<file path="src/rtl/udc_pkg.sv">
// Shared types for the up/down counter primitive.
//   mode_e  : count mode encoding (2'b11 is reserved and behaves as wrap)
//   state_e : one-shot state machine encoding
//   PRESCALE_DEFAULT : default prescaler divide ratio
package udc_pkg;

   typedef enum logic [1:0] {
      MODE_WRAP    = 2'b00,
      MODE_SAT     = 2'b01,
      MODE_ONESHOT = 2'b10
   } mode_e;

   typedef enum logic {
      ST_RUN,
      ST_DONE
   } state_e;

   localparam int PRESCALE_DEFAULT = 4;

endpackage

</file>
<file path="src/rtl/udc_prescaler.sv">
// Prescaler for the up/down counter: emits a one-cycle tick on every
// PRESCALE-th cycle that has en high. Implemented as a down-counter that
// reloads on terminal count.
//   clk  : rising-edge clock
//   rst  : synchronous active-high reset
//   clr  : synchronous clear (restarts the divide sequence)
//   en   : qualified cycle; counter holds while low
//   tick : combinational, high on the PRESCALE-th qualified cycle
module udc_prescaler #(
   parameter int PRESCALE = 4
) (
   input  logic clk,
   input  logic rst,
   input  logic clr,
   input  logic en,
   output logic tick
);

   localparam int CW = (PRESCALE > 1) ? $clog2(PRESCALE) : 1;
   localparam logic [CW-1:0] RELOAD = CW'(PRESCALE - 1);
   localparam logic [CW-1:0] ONE    = {{(CW-1){1'b0}}, 1'b1};

   logic [CW-1:0] cnt;

   assign tick = en & (cnt == '0);

   always_ff @(posedge clk) begin
      if (rst || clr) begin
         cnt <= RELOAD;
      end else if (en) begin
         cnt <= tick ? RELOAD : (cnt - ONE);
      end
   end

endmodule

</file>
<file path="src/rtl/mod_updown_counter.sv">
// N-bit synchronous up/down counter with programmable terminal value,
// wrap / saturate / one-shot modes and an active-low ripple-carry chain.
// Optional prescaler enabled by defining UDC_PRESCALE_EN.
//   clk     : rising-edge clock
//   rst     : synchronous active-high reset (highest priority)
//   en_b    : active-low count enable
//   load_b  : active-low synchronous load (needs en_b = 0)
//   up      : 1 = count up, 0 = count down
//   mode    : 00 wrap, 01 saturate, 10 one-shot, 11 treated as wrap
//   load_in : load value, clamped to max_val
//   max_val : terminal value when counting up (range 0..max_val)
//   rci_b   : active-low ripple-carry in (tie 0 on the first stage)
//   q       : registered count
//   rco_b   : active-low ripple-carry out (combinational)
//   tc      : registered one-cycle terminal-count pulse
//   done    : high while the one-shot machine sits in DONE
//
// state   | meaning
// --------+-------------------------------------------------------------
// ST_RUN  | counting allowed
// ST_DONE | one-shot finished; q frozen until load, rst or mode change
module mod_updown_counter
   import udc_pkg::*;
#(
   parameter int N        = 8,
   parameter int PRESCALE = PRESCALE_DEFAULT
) (
   input  logic         clk,
   input  logic         rst,
   input  logic         en_b,
   input  logic         load_b,
   input  logic         up,
   input  logic [1:0]   mode,
   input  logic [N-1:0] load_in,
   input  logic [N-1:0] max_val,
   input  logic         rci_b,
   output logic [N-1:0] q,
   output logic         rco_b,
   output logic         tc,
   output logic         done
);

   if (N < 2) begin : g_chk_n
      $error("mod_updown_counter: N must be at least 2");
   end
   if (PRESCALE < 1) begin : g_chk_prescale
      $error("mod_updown_counter: PRESCALE must be at least 1");
   end

   localparam logic [N-1:0] ONE = {{(N-1){1'b0}}, 1'b1};

   logic [N-1:0] q_r;
   logic [N-1:0] step_val;
   logic [N-1:0] load_val;
   logic [N-1:0] term_val;
   logic         tc_q;
   logic         load;
   logic         qual;
   logic         tick;
   logic         step;
   logic         at_term;
   logic         is_run;
   state_e       state_q;
   state_e       state_d;

   assign load = ~en_b & ~load_b;
   assign qual = ~en_b & load_b & ~rci_b;

`ifdef UDC_PRESCALE_EN
   udc_prescaler #(
      .PRESCALE (PRESCALE)
   ) u_prescaler (
      .clk  (clk),
      .rst  (rst),
      .clr  (load),
      .en   (qual),
      .tick (tick)
   );
`else
   assign tick = 1'b1;
`endif

   assign is_run   = (state_q == ST_RUN);
   assign step     = qual & tick & is_run;
   // q above max_val only happens after max_val shrinks; treat it as terminal
   // when counting up so the counter never runs off past the new range.
   assign at_term  = up ? (q_r >= max_val) : (q_r == '0);
   assign term_val = up ? max_val : '0;
   assign load_val = (load_in > max_val) ? max_val : load_in;

   always_comb begin
      step_val = q_r;
      if (!at_term) begin
         step_val = up ? (q_r + ONE) : (q_r - ONE);
      end else if (mode == MODE_SAT) begin
         step_val = (up && (q_r > max_val)) ? max_val : q_r;
      end else if (mode == MODE_ONESHOT) begin
         step_val = q_r;
      end else begin
         step_val = up ? '0 : max_val;
      end
   end

   always_comb begin
      state_d = state_q;
      rco_b   = ~(~en_b & ~rci_b & at_term & is_run & tick);
      if (load) begin
         state_d = ST_RUN;
      end else if ((state_q == ST_DONE) && (mode != MODE_ONESHOT)) begin
         state_d = ST_RUN;
      end else if (step && at_term && (mode == MODE_ONESHOT)) begin
         state_d = ST_DONE;
      end
   end

   always_ff @(posedge clk) begin
      if (rst) begin
         state_q <= ST_RUN;
      end else begin
         state_q <= state_d;
      end
   end

   always_ff @(posedge clk) begin
      if (rst) begin
         q_r  <= '0;
         tc_q <= 1'b0;
      end else if (load) begin
         q_r  <= load_val;
         tc_q <= 1'b0;
      end else if (step) begin
         q_r  <= step_val;
         // Only a step that arrives at the terminal value pulses tc, so
         // holding at the terminal (saturate / one-shot) stays quiet.
         tc_q <= (step_val == term_val) && (q_r != term_val);
      end else begin
         tc_q <= 1'b0;
      end
   end

   assign q    = q_r;
   assign tc   = tc_q;
   assign done = (state_q == ST_DONE);

endmodule
</file>
<file path="config.mk">
export PLATFORM = sky130hd
export DESIGN_NAME = mod_updown_counter
export DESIGN_NICKNAME = d
export VERILOG_FILES = /design/src/rtl/udc_pkg.sv /design/src/rtl/udc_prescaler.sv /design/src/rtl/mod_updown_counter.sv
export SDC_FILE = /design/constraint.sdc
export NUM_CORES = 1
export LEC_CHECK = 0
export BUFFER_PORTS_ARGS = -buffer_cell sky130_fd_sc_hd__buf_2
export CAP_MARGIN = 20
export CORE_AREA = 4 4 97 99
export CTS_CLUSTER_DIAMETER = 60
export CTS_CLUSTER_SIZE = 25
export DETAILED_ROUTE_END_ITERATION = 10
export DIE_AREA = 0 0 101 103
export PLACE_DENSITY_LB_ADDON = 0.12
export SYNTH_ARGS = -nofsm -noshare
export SYNTH_HDL_FRONTEND = slang
export SYNTH_HIERARCHICAL = 1
export SYNTH_SLANG_ARGS = --single-unit
</file>
<file path="constraint.sdc">
create_clock -name clk -period 5.5 [get_ports clk]
set_input_delay 1.1 -clock clk [delete_from_list [all_inputs] [get_ports clk]]
set_output_delay 1.1 -clock clk [all_outputs]
set_load 0.02 [all_outputs]
</file>
# After elaboration in Yosys (flattened, before gate mapping)
# Cells that the tools add are included.
dict set report word_totals {
  reg_bits 10
  input_bits 24
  output_inout_bits 11
  word_cells 46
}
dict set report classes {
  n_addsub 2
  n_lt_le_gt_ge 3
  n_eq_ne 5
  n_mux 11
  n_bitwise 13
  reduce_logical 9
}
# op n
set op_table {}
lappend op_table {{8-bit two-way mux} 10}
lappend op_table {{8-bit greater-than comparator} 2}
lappend op_table {{8-bit by 1-bit adder with 8-bit output, second input constant} 1}
lappend op_table {{8-bit == test} 1}
lappend op_table {{8-bit >= comparator} 1}
lappend op_table {{8-bit logical NOT} 1}
lappend op_table {{8-bit != test} 1}
lappend op_table {{8-bit by 1-bit subtractor with 8-bit output, second input constant} 1}
lappend op_table {{1-bit AND} 7}
lappend op_table {{1-bit inverter} 6}
lappend op_table {{3-bit OR reduction} 2}
lappend op_table {{1-bit logical AND} 5}
lappend op_table {{2-bit by 1-bit == test with 1-bit output, second input constant} 1}
lappend op_table {{2-bit == test, second input constant} 1}
lappend op_table {{2-bit != test, second input constant} 1}
lappend op_table {{2-bit nonzero test} 1}
lappend op_table {{1-bit two-way mux} 1}

# Logic depth before layout (Yosys ltp)
dict set report depth {
  depth_word 7
  depth_mapped 12
  ltp_nobuf 10
}

# Worst setup path before layout
# No wires, ideal clock.
dict set report synth_path {
  path_kind {input to output}
  startpoint {in max_val[3]}
  endpoint {out rco_b}
  arrival_ns 3.156
  t_required_ns 4.400
  slack_ns 1.244
  stages 9
  n_path_buf 2
  path_cell_list {clkbuf_1 > inv_1 > ha_1 > nand4_1 > and2_1 > a32o_1 > a21oi_1 > clkbuf_1 > nand2_1}
}
dict set report synth_between {
  elab_chain_cells 5
}
# element line_no
set synth_rtl {}
lappend synth_rtl {{start: declaration} mod_updown_counter.sv:35} ;# input logic [N-1:0] max_val,
lappend synth_rtl {{8-bit >= comparator} mod_updown_counter.sv:87} ;# assign at_term = up ? (q_r >= max_val) : (q_r == '0);
lappend synth_rtl {{1-bit two-way mux} mod_updown_counter.sv:87}
lappend synth_rtl {{1-bit AND (2 in series)} mod_updown_counter.sv:106} ;# rco_b = ~(~en_b & ~rci_b & at_term & is_run & tick);
lappend synth_rtl {{1-bit inverter} mod_updown_counter.sv:106}
lappend synth_rtl {{end: declaration} mod_updown_counter.sv:38} ;# output logic rco_b,
# Every way passes these cells.

# Final worst setup path
dict set report layout_path {
  startpoint {in up}
  endpoint {reg tc_q, in the netlist tc}
}
dict set report layout_between {
  elab_chain_cells 6
  word_cells_on_any_way 12
  cone_classes {2 x eq/ne; 8 x mux; 2 x reduce/logical}
}
# element line_no
set layout_rtl {}
lappend layout_rtl {{start: declaration} mod_updown_counter.sv:32} ;# input logic up,
lappend layout_rtl {{8-bit two-way mux / 1-bit logical AND (equally long branches)} {mod_updown_counter.sv:100, mod_updown_counter.sv:96}}
lappend layout_rtl {{8-bit two-way mux (on tied branches)} {mod_updown_counter.sv:97, mod_updown_counter.sv:96}}
lappend layout_rtl {{8-bit two-way mux} mod_updown_counter.sv:95} ;# end else if (mode == MODE_SAT) begin
lappend layout_rtl {{8-bit two-way mux} mod_updown_counter.sv:93} ;# if (!at_term) begin
lappend layout_rtl {{8-bit == test} mod_updown_counter.sv:135} ;# tc_q <= (step_val == term_val) && (q_r != term_val);
lappend layout_rtl {{1-bit logical AND (*)} mod_updown_counter.sv:135}
lappend layout_rtl {{end signal: assignment} mod_updown_counter.sv:135}
lappend layout_rtl {{end: declaration} mod_updown_counter.sv:56} ;# logic tc_q;
# Every way passes the cells marked *; elsewhere a longest branch is shown, timed or not.
# A chain may end at the register's enable or synchronous reset.

==> flow_summary.json <==
{
  "status": "complete, no violations",
  "cts_resized": 0,
  "slew_viol_final": 0,
  "sw_frac_of_total_pct": 48.1,
  "worstPathCellList": "buf_2 -> clkinv_1 -> ha_1 -> and3_1 -> a22oi_1 -> a21oi_1 -> xnor2_1 -> mux2_2 -> a211oi_1 -> o21ai_0 -> a2111oi_2",
  "grt_usage_pct": 15.3,
  "cp.required_ns": 5.64,
  "finClkSkew_ns": 0.00132,
  "critPathTopFamily": "compound AO/OA/AOI/OAI gates",
  "dp_hpwl_mm": 6.18,
  "whs_path_depth": 2,
  "drt_wl_total_mm": 7.90,
  "rows": 34,
  "drc": 0,
  "worst-path-max-fanout": 27,
  "ys_ff_latch": 10,
  "synth_edf_count": 0,
  "via_count": 2266,
  "p_int_mw": 0.237,
  "die_x_um": 101,
  "synth_top_family_by_area": "compound AO/OA/AOI/OAI gates",
  "arrival_ns": 4.53,
  "p_leak_nw": 0.962,
  "pwr-share-clk_pct": 16.7,
  "cp.buffers_inverters": 2,
  "finalHoldViolCount": 0,
  "syn_avg_cell_area_um2": 7.41,
  "cpPeakStageDelay_ns": 0.51,
  "clk_latency_ns": 0.23,
  "crit_slowest_cell": "clkinv_1",
  "antenna_found_initial": 0,
  "overflow": 0,
  "yosysWarnings": 6,
  "seqPwrFrac_pct": 22.3,
  "p_comb_share_pct": 61.1,
  "critPathCaptureType": "register",
  "max_freq_mhz": 228,
  "peakVddDrop_mv": 0.0712,
  "tightest_slew_ns": 0.936,
  "min_period_ns": 4.39,
  "cts_buffers": 3,
  "worstSetupPathType": "input port to register",
  "clock_sinks": 10,
  "synth_top_cell_area_share_pct": 13.3,
  "grt_pass1_vias": 2261,
  "drt-vias-per-instance": 5.55,
  "synth-main-ff-cell": "dfxtp_1",
  "cts_tree": "yes",
  "start_util_pct": 24.3,
  "r2r_slack_ns": 1.82,
  "synth_fa_ha_area_share_pct": 14.2,
  "synth_seq_area_share_pct": 9.65,
  "timing.final.crit_share_pct": 79.8,
  "r2r_cells": 11,
  "yosys.area_share.simple_pct": 22.5,
  "ant_nets": 0,
  "tns_ns": 0,
  "dpl.cell_count": 405,
  "synth_cell_type_count": 61,
  "hold_buffers": 0,
  "holdWs_ns": 0.565,
  "hold_end": "done",
  "drt_iter0_markers": 120,
  "placement.io_buffers": 34,
  "cp-start-kind": "input port",
  "synth_compound_area_share_pct": 38.8,
  "timing.rr.end": "tc",
  "post_dp_cell_area_mm2": 0.00232,
  "slew_headroom_pct": 37.4,
  "wl_per_cell_um": 19.4,
  "clk_pin_slew_ns": 0.05,
  "cts_root_buf": "clkbuf_8",
  "async_flop_share_pct": 0,
  "yosys.area.top_type": "ha_1",
  "syn-num-nets": 327,
  "syn_area_mm2": 0.00207,
  "drive_gt1_share_pct": 18.0,
  "power_density_mw_per_mm2": 193,
  "syn_to_final_growth_pct": 13.8,
  "place.gp.congestion": 0.867,
  "grt_start_max_net_pins": 28,
  "cap_violations": 0,
  "design_area_mm2": 0.00236,
  "post-cts-setup-buffers": 0,
  "boundaryPins": 35,
  "yosys-top-cells-area": "ha_1 13%, dfxtp_1 9.7%, a21oi_1 5.3%, o21ai_0 4.1%, nand2_1 3.8%",
  "fin_cells": 408,
  "first_pass_iters": 4,
  "r2r-start": "q[0]",
  "hold_class": "register to register",
  "antenna_cells_inserted": 0,
  "layout.nets": 349,
  "ctsHtreeMaxLevel": 1,
  "setup_viol": 0,
  "hp-start": "done",
  "grt_pass1_wl_mm": 12.5,
  "die_height_um": 103,
  "clk_path_buf_depth": 2,
  "synth_cells": 280,
  "yosys.area_share.xor_xnor_pct": 4.22,
  "core-area_mm2": 0.00855,
  "rsz0062_at_grt": "no",
  "switching_power_mw": 0.220,
  "synth_common_cells": "22 x a21oi_1, 22 x ha_1, 21 x nand2_1",
  "muxShareOfSynthArea_pct": 5.07,
  "die-area_mm2": 0.0104
}
-- power groups by stage --
stage / sequential [mW] / clock [mW] / combinational [mW]
6_report: 0.102 / 0.0761 / 0.279
5_1_grt: 0.103 / 0.0819 / 0.310
4_1_cts: 0.102 / 0.0788 / 0.278
3_5_place_dp: 0.103 / 0 / 0.276
3_3_place_gp: 0.103 / 0 / 0.281
2_1_floorplan: 0.0968 / 0 / 0.200
-- area by class of cell --
cell class	instances	area (µm²)
Fill cell	941	6190
Sequential cell	10	200
Multi-Input combinational cell	240	1760
Clock buffer	3	41.3
Inverter	12	45.0
Tap cell	108	135
Timing Repair Buffer	35	178
-- stage by stage --
stage	total power [mW]	setup slack, ns	util (%)
3_5_place_dp	0.380	0.922	27.1
6_report	0.456	1.11	27.6
4_1_cts	0.459	1.14	27.6
2_1_floorplan	0.297	1.24	-
5_1_grt	0.495	0.866	27.6
3_3_place_gp	0.384	0.920	27.1
-- how the worst max path moves through the flow --
stage | slack [ns] | endpoint | cells past startpoint | start
after floorplan | 1.24 | rco_b | 9 | max_val[3]
after global placement | 0.92 | tc | 11 | up
after detailed placement | 0.92 | tc | 11 | up
after CTS | 1.14 | tc | 11 | up
after global routing | 0.87 | tc | 11 | up
final | 1.11 | tc | 11 | up
-- state kept, by name (all words and copies together), names as in the netlist --
register,count
q,8
done,1
tc,1
-- cell families (layout without fill, tap and decap cells) --
kind of cell | Yosys count | in the layout
and+or+nand+nor | 87 | 87
DFF | 10 | 10
adders and majority gates | 23 | 23
muxes | 10 | 10
AOI/OAI and AO/OA | 110 | 110
buffers and inverters | 30 | 50
xor gates and xnor gates | 10 | 10
-- layer usage --
layer	track usage, %	wire [µm]	vias up
met5	0	0	-
met3	0.947	273	12
met1	21.2	3790	1056
li1	-	-	1135
met2	25.9	3690	63
met4	4.09	136	0
-- worst reg2reg max path: cells and delay by family (launching register included) --
kind | cells | cell delay [ns]
flip-flops | 1 | 0.60
buffers and inverters | 2 | 0.47
adder cells (fa/ha/maj) | 1 | 0.34
multiplexers | 1 | 0.36
AND/OR/NAND/NOR | 2 | 0.36
AO/OA/AOI/OAI | 5 | 1.47
-- layout by cell type, fill, tap and decap left out, types with 3 or more instances in the layout --
| cell type | synthesis | final |
|---|---|---|
| o21ai_0 | 17 | 17 |
| a22oi_1 | 3 | 3 |
| mux2i_1 | 6 | 6 |
| mux2_2 | 4 | 4 |
| nand2b_1 | 5 | 5 |
| a21o_1 | 7 | 7 |
| o21a_1 | 4 | 4 |
| a211oi_1 | 7 | 7 |
| nor2b_1 | 5 | 5 |
| clkbuf_8 | 0 | 3 |
| a31oi_1 | 5 | 5 |
| nor3_1 | 9 | 9 |
| inv_1 | 11 | 11 |
| nand2_1 | 21 | 21 |
| o211ai_1 | 3 | 3 |
| ha_1 | 22 | 22 |
| nand3_1 | 6 | 6 |
| o22ai_1 | 5 | 5 |
| and2_1 | 3 | 3 |
| dfxtp_1 | 10 | 10 |
| a211o_1 | 4 | 4 |
| nor2_1 | 19 | 19 |
| a2111oi_0 | 4 | 4 |
| xnor2_1 | 5 | 5 |
| o221ai_1 | 4 | 4 |
| a221oi_1 | 5 | 5 |
| nand4_1 | 4 | 4 |
| a21oi_1 | 22 | 22 |
| buf_2 | 1 | 34 |
| xor2_1 | 5 | 5 |
No activity file was read; power rests on OpenSTA's default activity.
